$ cat src/rtl/lsu_mem_ctrl.sv
// ============================================================================
// Module      : lsu_mem_ctrl
// Description : Load/store unit bridging 64-bit core accesses onto a 32-bit
//               data memory, one or two beats per access.
//               Optional LSU_MISALIGN_CHECK_EN: misaligned accesses return
//               resp_err without touching memory.
// Revision    : 1.0 - initial release
// ============================================================================
`default_nettype none

module lsu_mem_ctrl (
    input  logic        clk,
    input  logic        rst,
    input  logic        req_valid,
    output logic        req_ready,
    input  logic        req_wen,
    input  logic [1:0]  req_size,
    input  logic        req_unsigned,
    input  logic [63:0] req_addr,
    input  logic [63:0] req_wdata,
    output logic        resp_valid,
    input  logic        resp_ready,
    output logic [63:0] resp_rdata,
    output logic        resp_err,
    output logic        mem_ren,
    output logic [63:0] mem_raddr,
    input  logic [31:0] mem_rdata,
    output logic [63:0] mem_waddr,
    output logic [31:0] mem_wdata,
    output logic [7:0]  mem_wmask
);

    localparam logic [1:0] S_IDLE  = 2'd0;
    localparam logic [1:0] S_BEAT0 = 2'd1;
    localparam logic [1:0] S_BEAT1 = 2'd2;
    localparam logic [1:0] S_RESP  = 2'd3;

    logic [1:0]  r_state;
    logic        r_req_ready;
    logic        r_wen;
    logic [1:0]  r_size;
    logic        r_unsigned;
    logic [63:0] r_addr;
    logic [31:0] r_wdata_hi;
    logic [31:0] r_lo;
    logic        r_resp_valid;
    logic [63:0] r_resp_rdata;
    logic        r_mem_ren;
    logic [63:0] r_mem_raddr;
    logic [63:0] r_mem_waddr;
    logic [31:0] r_mem_wdata;
    logic [3:0]  r_mem_wmask;

    logic        w_hs;
    logic [63:0] w_amask;
    logic [63:0] w_addr;
    logic [63:0] w_addr_al;
    logic [4:0]  w_lsh;
    logic [31:0] w_wdata0;
    logic [3:0]  w_wmask0;
    logic [31:0] w_rsh;
    logic [63:0] w_ext;

    assign w_hs = req_valid & r_req_ready;

    // Address bits below the access size are dropped; with the check enabled
    // a nonzero drop diverts the request to an error response instead.
    always_comb begin
        w_amask = ~64'd0;
        case (req_size)
            2'd1:    w_amask = ~64'd1;
            2'd2:    w_amask = ~64'd3;
            2'd3:    w_amask = ~64'd7;
            default: w_amask = ~64'd0;
        endcase
    end

    assign w_addr    = req_addr & w_amask;
    assign w_addr_al = {w_addr[63:2], 2'b00};
    assign w_lsh     = {w_addr[1:0], 3'b000};

    always_comb begin
        w_wdata0 = req_wdata[31:0];
        w_wmask0 = 4'hF;
        case (req_size)
            2'd0: begin
                w_wdata0 = {24'd0, req_wdata[7:0]} << w_lsh;
                w_wmask0 = 4'b0001 << w_addr[1:0];
            end
            2'd1: begin
                w_wdata0 = {16'd0, req_wdata[15:0]} << w_lsh;
                w_wmask0 = 4'b0011 << w_addr[1:0];
            end
            default: begin
                w_wdata0 = req_wdata[31:0];
                w_wmask0 = 4'hF;
            end
        endcase
    end

    assign w_rsh = mem_rdata >> {r_addr[1:0], 3'b000};

    always_comb begin
        w_ext = 64'd0;
        case (r_size)
            2'd0:    w_ext = r_unsigned ? {56'd0, w_rsh[7:0]}  : {{56{w_rsh[7]}},  w_rsh[7:0]};
            2'd1:    w_ext = r_unsigned ? {48'd0, w_rsh[15:0]} : {{48{w_rsh[15]}}, w_rsh[15:0]};
            default: w_ext = r_unsigned ? {32'd0, w_rsh}       : {{32{w_rsh[31]}}, w_rsh};
        endcase
    end

`ifdef LSU_MISALIGN_CHECK_EN
    logic w_misalign;
    logic r_err;
    assign w_misalign = |(req_addr & ~w_amask);
    assign resp_err   = r_err;
`else
    assign resp_err   = 1'b0;
`endif

    always_ff @(posedge clk or posedge rst) begin
        if (rst) begin
            r_state      <= S_IDLE;
            r_req_ready  <= 1'b1;
            r_wen        <= 1'b0;
            r_size       <= 2'd0;
            r_unsigned   <= 1'b0;
            r_addr       <= 64'd0;
            r_wdata_hi   <= 32'd0;
            r_lo         <= 32'd0;
            r_resp_valid <= 1'b0;
            r_resp_rdata <= 64'd0;
            r_mem_ren    <= 1'b0;
            r_mem_raddr  <= 64'd0;
            r_mem_waddr  <= 64'd0;
            r_mem_wdata  <= 32'd0;
            r_mem_wmask  <= 4'd0;
`ifdef LSU_MISALIGN_CHECK_EN
            r_err        <= 1'b0;
`endif
        end else begin
            case (r_state)
                S_IDLE: begin
                    if (w_hs) begin
                        r_req_ready <= 1'b0;
                        r_wen       <= req_wen;
                        r_size      <= req_size;
                        r_unsigned  <= req_unsigned;
                        r_addr      <= w_addr;
                        r_wdata_hi  <= req_wdata[63:32];
`ifdef LSU_MISALIGN_CHECK_EN
                        r_err       <= w_misalign;
                        if (w_misalign) begin
                            r_state      <= S_RESP;
                            r_resp_valid <= 1'b1;
                            r_resp_rdata <= 64'd0;
                        end else
`endif
                        begin
                            r_state <= S_BEAT0;
                            if (req_wen) begin
                                r_mem_waddr <= w_addr_al;
                                r_mem_wdata <= w_wdata0;
                                r_mem_wmask <= w_wmask0;
                            end else begin
                                r_mem_ren   <= 1'b1;
                                r_mem_raddr <= w_addr_al;
                            end
                        end
                    end
                end
                S_BEAT0: begin
                    r_mem_ren   <= 1'b0;
                    r_mem_wmask <= 4'd0;
                    if (r_size == 2'd3) begin
                        r_state <= S_BEAT1;
                        r_lo    <= mem_rdata;
                        if (r_wen) begin
                            r_mem_waddr <= {r_addr[63:2], 2'b00} + 64'd4;
                            r_mem_wdata <= r_wdata_hi;
                            r_mem_wmask <= 4'hF;
                        end else begin
                            r_mem_ren   <= 1'b1;
                            r_mem_raddr <= {r_addr[63:2], 2'b00} + 64'd4;
                        end
                    end else begin
                        r_state      <= S_RESP;
                        r_resp_valid <= 1'b1;
                        r_resp_rdata <= r_wen ? 64'd0 : w_ext;
                    end
                end
                S_BEAT1: begin
                    r_mem_ren    <= 1'b0;
                    r_mem_wmask  <= 4'd0;
                    r_state      <= S_RESP;
                    r_resp_valid <= 1'b1;
                    r_resp_rdata <= r_wen ? 64'd0 : {mem_rdata, r_lo};
                end
                default: begin
                    if (resp_ready) begin
                        r_state      <= S_IDLE;
                        r_resp_valid <= 1'b0;
                        r_req_ready  <= 1'b1;
                    end
                end
            endcase
        end
    end

    assign req_ready  = r_req_ready;
    assign resp_valid = r_resp_valid;
    assign resp_rdata = r_resp_rdata;
    assign mem_ren    = r_mem_ren;
    assign mem_raddr  = r_mem_raddr;
    assign mem_waddr  = r_mem_waddr;
    assign mem_wdata  = r_mem_wdata;
    assign mem_wmask  = {4'd0, r_mem_wmask};

endmodule

`default_nettype wire

$ cat config.mk
export PLATFORM = sky130hd
export DESIGN_NAME = lsu_mem_ctrl
export DESIGN_NICKNAME = d
export VERILOG_FILES = /design/src/rtl/lsu_mem_ctrl.sv
export SDC_FILE = /design/constraint.sdc
export NUM_CORES = 1
export LEC_CHECK = 0
export CAP_MARGIN = 5
export CELL_PAD_IN_SITES_DETAIL_PLACEMENT = 1
export CELL_PAD_IN_SITES_GLOBAL_PLACEMENT = 2
export CORE_AREA = 2 2 234 236
export CTS_BUF_LIST = sky130_fd_sc_hd__clkbuf_8 sky130_fd_sc_hd__clkbuf_16
export DETAILED_ROUTE_END_ITERATION = 7
export DIE_AREA = 0 0 236 238
export PLACE_DENSITY = 0.83
export SLEW_MARGIN = 30
export SYNTH_ARGS = -nofsm -noshare
export SYNTH_HDL_FRONTEND = slang
export SYNTH_SLANG_ARGS = --single-unit
$ cat constraint.sdc
create_clock -name clk -period 33.5 [get_ports clk]
set_clock_uncertainty 0.15 [all_clocks]
set_input_delay 6.7 -clock clk [delete_from_list [all_inputs] [get_ports clk]]
set_output_delay 6.7 -clock clk [all_outputs]
set_load 0.01 [all_outputs]
# ---- Yosys cells after proc, flatten, opt, wreduce, memory -nomap -nowiden
# Cells that the tools add are included.
# Widths: inputs -> output; s select.
dict set report word_totals {
  out_inout_bits 236
  wordCells 105
  inputBits 168
  reg_bits 365
}
dict set report classes {
  bitwise_logic 4
  add_sub_neg 1
  n_shift 5
  mux 46
  eq_ne 14
  reduce_logical 20
}
# operator count
set ops {}
lappend ops {{$mux 64} 14}
lappend ops {{$pmux 64 s2} 4}
lappend ops {{$mux 32} 4}
lappend ops {{$pmux 32 s2} 2}
lappend ops {{$add 64x3->64 const B} 1}
lappend ops {{$and 64x64->64} 1}
lappend ops {{$shl 16x5->32} 1}
lappend ops {{$shl 8x5->32} 1}
lappend ops {{$shr 32x5->32} 1}
lappend ops {{$mux 4} 4}
lappend ops {{$ne 2x2->1 const B} 7}
lappend ops {{$pmux 4 s3} 1}
lappend ops {{$reduce_and 3->1} 4}
lappend ops {{$reduce_and 5->1} 2}
lappend ops {{$mux 1} 9}
lappend ops {{$pmux 3 s3} 1}
lappend ops {{$eq 2x2->1 const B} 4}
lappend ops {{$pmux 4 s2} 1}
lappend ops {{$reduce_and 2->1} 4}
lappend ops {{$eq 2x1->1 const B} 3}
lappend ops {{$logic_not 2->1} 3}
lappend ops {{$pmux 1 s3} 2}
lappend ops {{$pmux 2 s3} 1}
lappend ops {{$reduce_bool 2->1} 3}
lappend ops {{other kinds (9)} 12}

# ---- Depth between registers and ports, before layout
dict set report logic_depth {
  ltp_word 8
  ltp_mapped 10
  depth_no_buf 7
}

# ---- Worst setup path after synthesis
# No wires, ideal clock.
dict set report synth_path {
  kind {input port to flip-flop}
  from {input port req_wen}
  to {register r_mem_waddr[51], in the netlist mem_waddr[51]}
  stages 6
  n_path_buf 2
  path_slack_ns 25.104
  required_ns 33.218
  setup_ns 0.132
  arrival_time_ns 8.114
  cell_sequence {nand3_1 > a22oi_1 > clkbuf_1 > buf_1 > mux2i_1 > nand3_1}
}
dict set report synth_via {
  elab_chain_cells 2
}
# element line_no
set synth_lines {}
lappend synth_lines {{start, declared} 16} ;# input logic req_wen,
lappend synth_lines {{$ne 2x2->1 (no line)} --}
lappend synth_lines {{$reduce_and 5->1 (no line)} --}
lappend synth_lines {{end signal, assigned} 162} ;# r_mem_waddr <= w_addr_al;
lappend synth_lines {{end signal, assigned} 179} ;# r_mem_waddr <= {r_addr[63:2], 2'b00} + 64'd4;
lappend synth_lines {{end, declared} 50} ;# logic [63:0] r_mem_waddr;
# Every way passes these cells.
# A chain may end at the register's enable or synchronous reset.

# ---- Final worst setup path
dict set report layout_path {
  from {input port req_valid}
  to {register r_mem_waddr[45], in the netlist mem_waddr[45]}
}
dict set report layout_via {
  elab_chain_cells 3
}
# element line_no
set layout_lines {}
lappend layout_lines {{start, declared} 14} ;# input logic req_valid,
lappend layout_lines {{$and 1x1->1} 64} ;# assign w_hs = req_valid & r_req_ready;
lappend layout_lines {{$ne 2x2->1 (no line)} --}
lappend layout_lines {{$reduce_and 5->1 (no line)} --}
# Every way passes these cells.

==> run metrics <==
clk buf depth 3; die area 56200 µm²; WL met1 29400 µm; # setup viols final 0; htree depth 2; Worst-Margin Slew 0.937 ns; cell area after layout 24000 µm²; Clock Latency Late Sink 0.59 ns; Setup TNS 0 ns; Pins Over Slew Limit 0; I/O pins 404; Final ANT Viol Nets 0; Post-Synth XOR/XNOR Area 0.0126; Power Density 104 nW/µm²; die width 236 µm; Worst-path clk slew 0.06 ns; endpoint type of the worst setup path flip-flop; fin crit share 0.273; Final HPWL DP 46300 µm; Cells after Synth 1829; Main synth FF type dfrtp_1; Seq cells post-synth 361; DP Worst Slack 23.76 ns; Synth cell types 53; Layout Nets 2322; area growth from synthesis to final layout 33.1%; DRT iter0 DRCs 1102; post-synthesis mux area share 0.129; multi-input logic area 8470 µm²; met2 routed WL 31500 µm; crit-path cells clkdlybuf4s50_1 > nand3_1 > a22oi_2 > buf_4 > buf_4 > nand2_1 > or3_1 > nand3_1; Synth Area in Simple Gates 0.194; final setup margin 24.36 ns; initial antenna violation count 5; post-synthesis area per instance 9.88 µm²; synth warn 0; register area 9030 µm²; ys async rst share 1.00; Largest stage delay, worst path 0.78 ns; Worst path top cell family by delay buffers and inverters; Post-DP Area 22600 µm²; first-pass GRT wire length 104000 µm; compound-cell area share of the yosys netlist 0.124; slack of the worst reg-to-reg path 29.98 ns; largest net degree at the start of global routing 172; fillers 5961; Die Ht 238 µm; Post-CTS Hold Buffers 0; core area 53500 µm²; WL/cell 23.4 µm; TritonCTS clock tree built; Synth area leader dfrtp_1; Final Hold Viols 0; register area share after synthesis 0.500; routability cong. 0.836; gr ovfl total 0; top-count cell post-synth dfrtp_1; largest cells by area after synthesis dfrtp_1, mux2_2, nand2_1; share of the synthesized area in the top cell type 0.499; Leakage 9.56 nW; final WL 67300 µm; Hold Crit Class reg -> reg; total clock sinks 361; WP data arrival 9.50 ns; Mapped Area 18100 µm²; # port buffers 394; via count 16200; WP data required 33.86 ns; largest family of logic cells by synthesized area simple AND/OR/NAND/NOR gates; Max-Cap Viols 0; Setup Fix Bufs, Post-CTS 0; VDD IR max 0.0515 mV; GRT Total Usage 0.237; top sig layer met5; Tmin final 9.14 ns; TritonRoute pass-1 iters 8; synth cell count leaders dfrtp_1, nand2_1, nand3_1; Initial Utilization 0.338; hold slack 0.330 ns; RSZ-0062 raised after global routing no; fmax 109 MHz; slowest cell on the critical path buf_4; number of flops mapped to enable cells by yosys 0; Adder-Cell Fraction of Synth Area 0.00346; worst path bufs/invs 3; Post-route DRC 0; CTS buffer count 43; met3 wire length 4320 µm; vias in the first global route 17100; Critical Path Fanout Max 71; status complete, no violations; root buffer cell clkbuf_16; Core Rows 85; startpoint types input port; Via density 5.62; Worst slew margin 0.371; layout cells sized above 1 0.118; Post-CTS Resized 0; WS Path Type in -> reg
==> registers in the layout, summed over array words and instances, names as in the netlist, 4 cells and up <==
register,flops
mem_wdata,32
r_lo,32
r_wdata_hi,32
resp_rdata,64
mem_raddr,62
mem_waddr,62
r_mem_wmask,4
r_addr,64
==> stage by stage <==
stage / instances / utilization / power, W
after floorplan: 1837 / - / 0.00147
after global placement: 2798 / 0.422 / 0.00197
after detailed placement: 2798 / 0.422 / 0.00202
after CTS: 2872 / 0.448 / 0.00250
after global routing: 2876 / 0.450 / 0.00266
final: 2876 / 0.450 / 0.00249
==> worst register-to-register path: stages (launching register included) <==
cell      delay, ns
dfrtp_1        0.39
inv_1          0.15
ha_1           0.53
nand2b_1       0.25
a22oi_2        0.20
buf_4          0.40
buf_4          0.80
nand2_1        0.14
or3_1          0.35
nand3_1        0.10
==> logic make-up after synthesis <==
group | count (synthesis)
DFF | 361
muxes | 213
and+or+nand+nor | 720
AOI/OAI and AO/OA | 339
adders and majority gates | 5
other | 1
buffers and inverters | 164
xor gates and xnor gates | 26
==> cell usage in the layout, fill, tap and decap left out, types with 13 or more instances in the layout <==
cell,instances
o2111ai_1,42
nor2b_1,44
nand2_1,220
nor3_1,19
nor4_1,13
xnor2_1,16
o211ai_1,16
o31ai_1,14
a221oi_1,18
dfrtp_1,360
a22oi_1,15
buf_4,20
clkdlybuf4s50_1,394
nand4_1,38
mux2_2,142
nand2b_1,25
a211oi_1,15
or4_1,38
clkbuf_16,44
nor2_1,128
nand3_1,152
a21oi_1,65
inv_1,17
o21ai_0,102
mux2i_1,70
==> routing by layer <==
layer / GRT usage / vias up
li1: - / 7280
met1: 0.311 / 8305
met2: 0.387 / 476
met3: 0.0548 / 111
met4: 0.0743 / 4
met5: 0 / -
==> power by group <==
group          switching, W  internal (W)  total [W]  leakage (nW)
Clock              0.000195      0.000281   0.000475         0.727
Combinational      0.000643      0.000531    0.00117          4.45
Sequential         0.000191      0.000651   0.000842          4.38
Total               0.00103       0.00146    0.00249          9.56
==> final timing paths <==
| path | startpoint | endpoint | depth (start not counted) |
|---|---|---|---|
| worst min-delay path | mem_raddr[13] | mem_raddr[13] | 2 |
| min in group asynchronous | rst | mem_waddr[9] | 2 |
| worst max register to register | r_state[1] | mem_waddr[45] | 9 |
| worst max-delay path | req_valid | mem_waddr[45] | 8 |
| worst min register to register | mem_raddr[13] | mem_raddr[13] | 2 |
| max in group asynchronous | rst | mem_waddr[62] | 4 |
==> final cells by class <==
type	count	share of cell area
clock buffers	53	0.0509
diodes	2	0.000208
inverters	11	0.00203
clock inverters	21	0.00791
multi-input cells	1312	0.352
well taps	696	0.0362
repair buffers	420	0.175
flip-flops and latches	361	0.376
(Power assumes the default switching activity.)
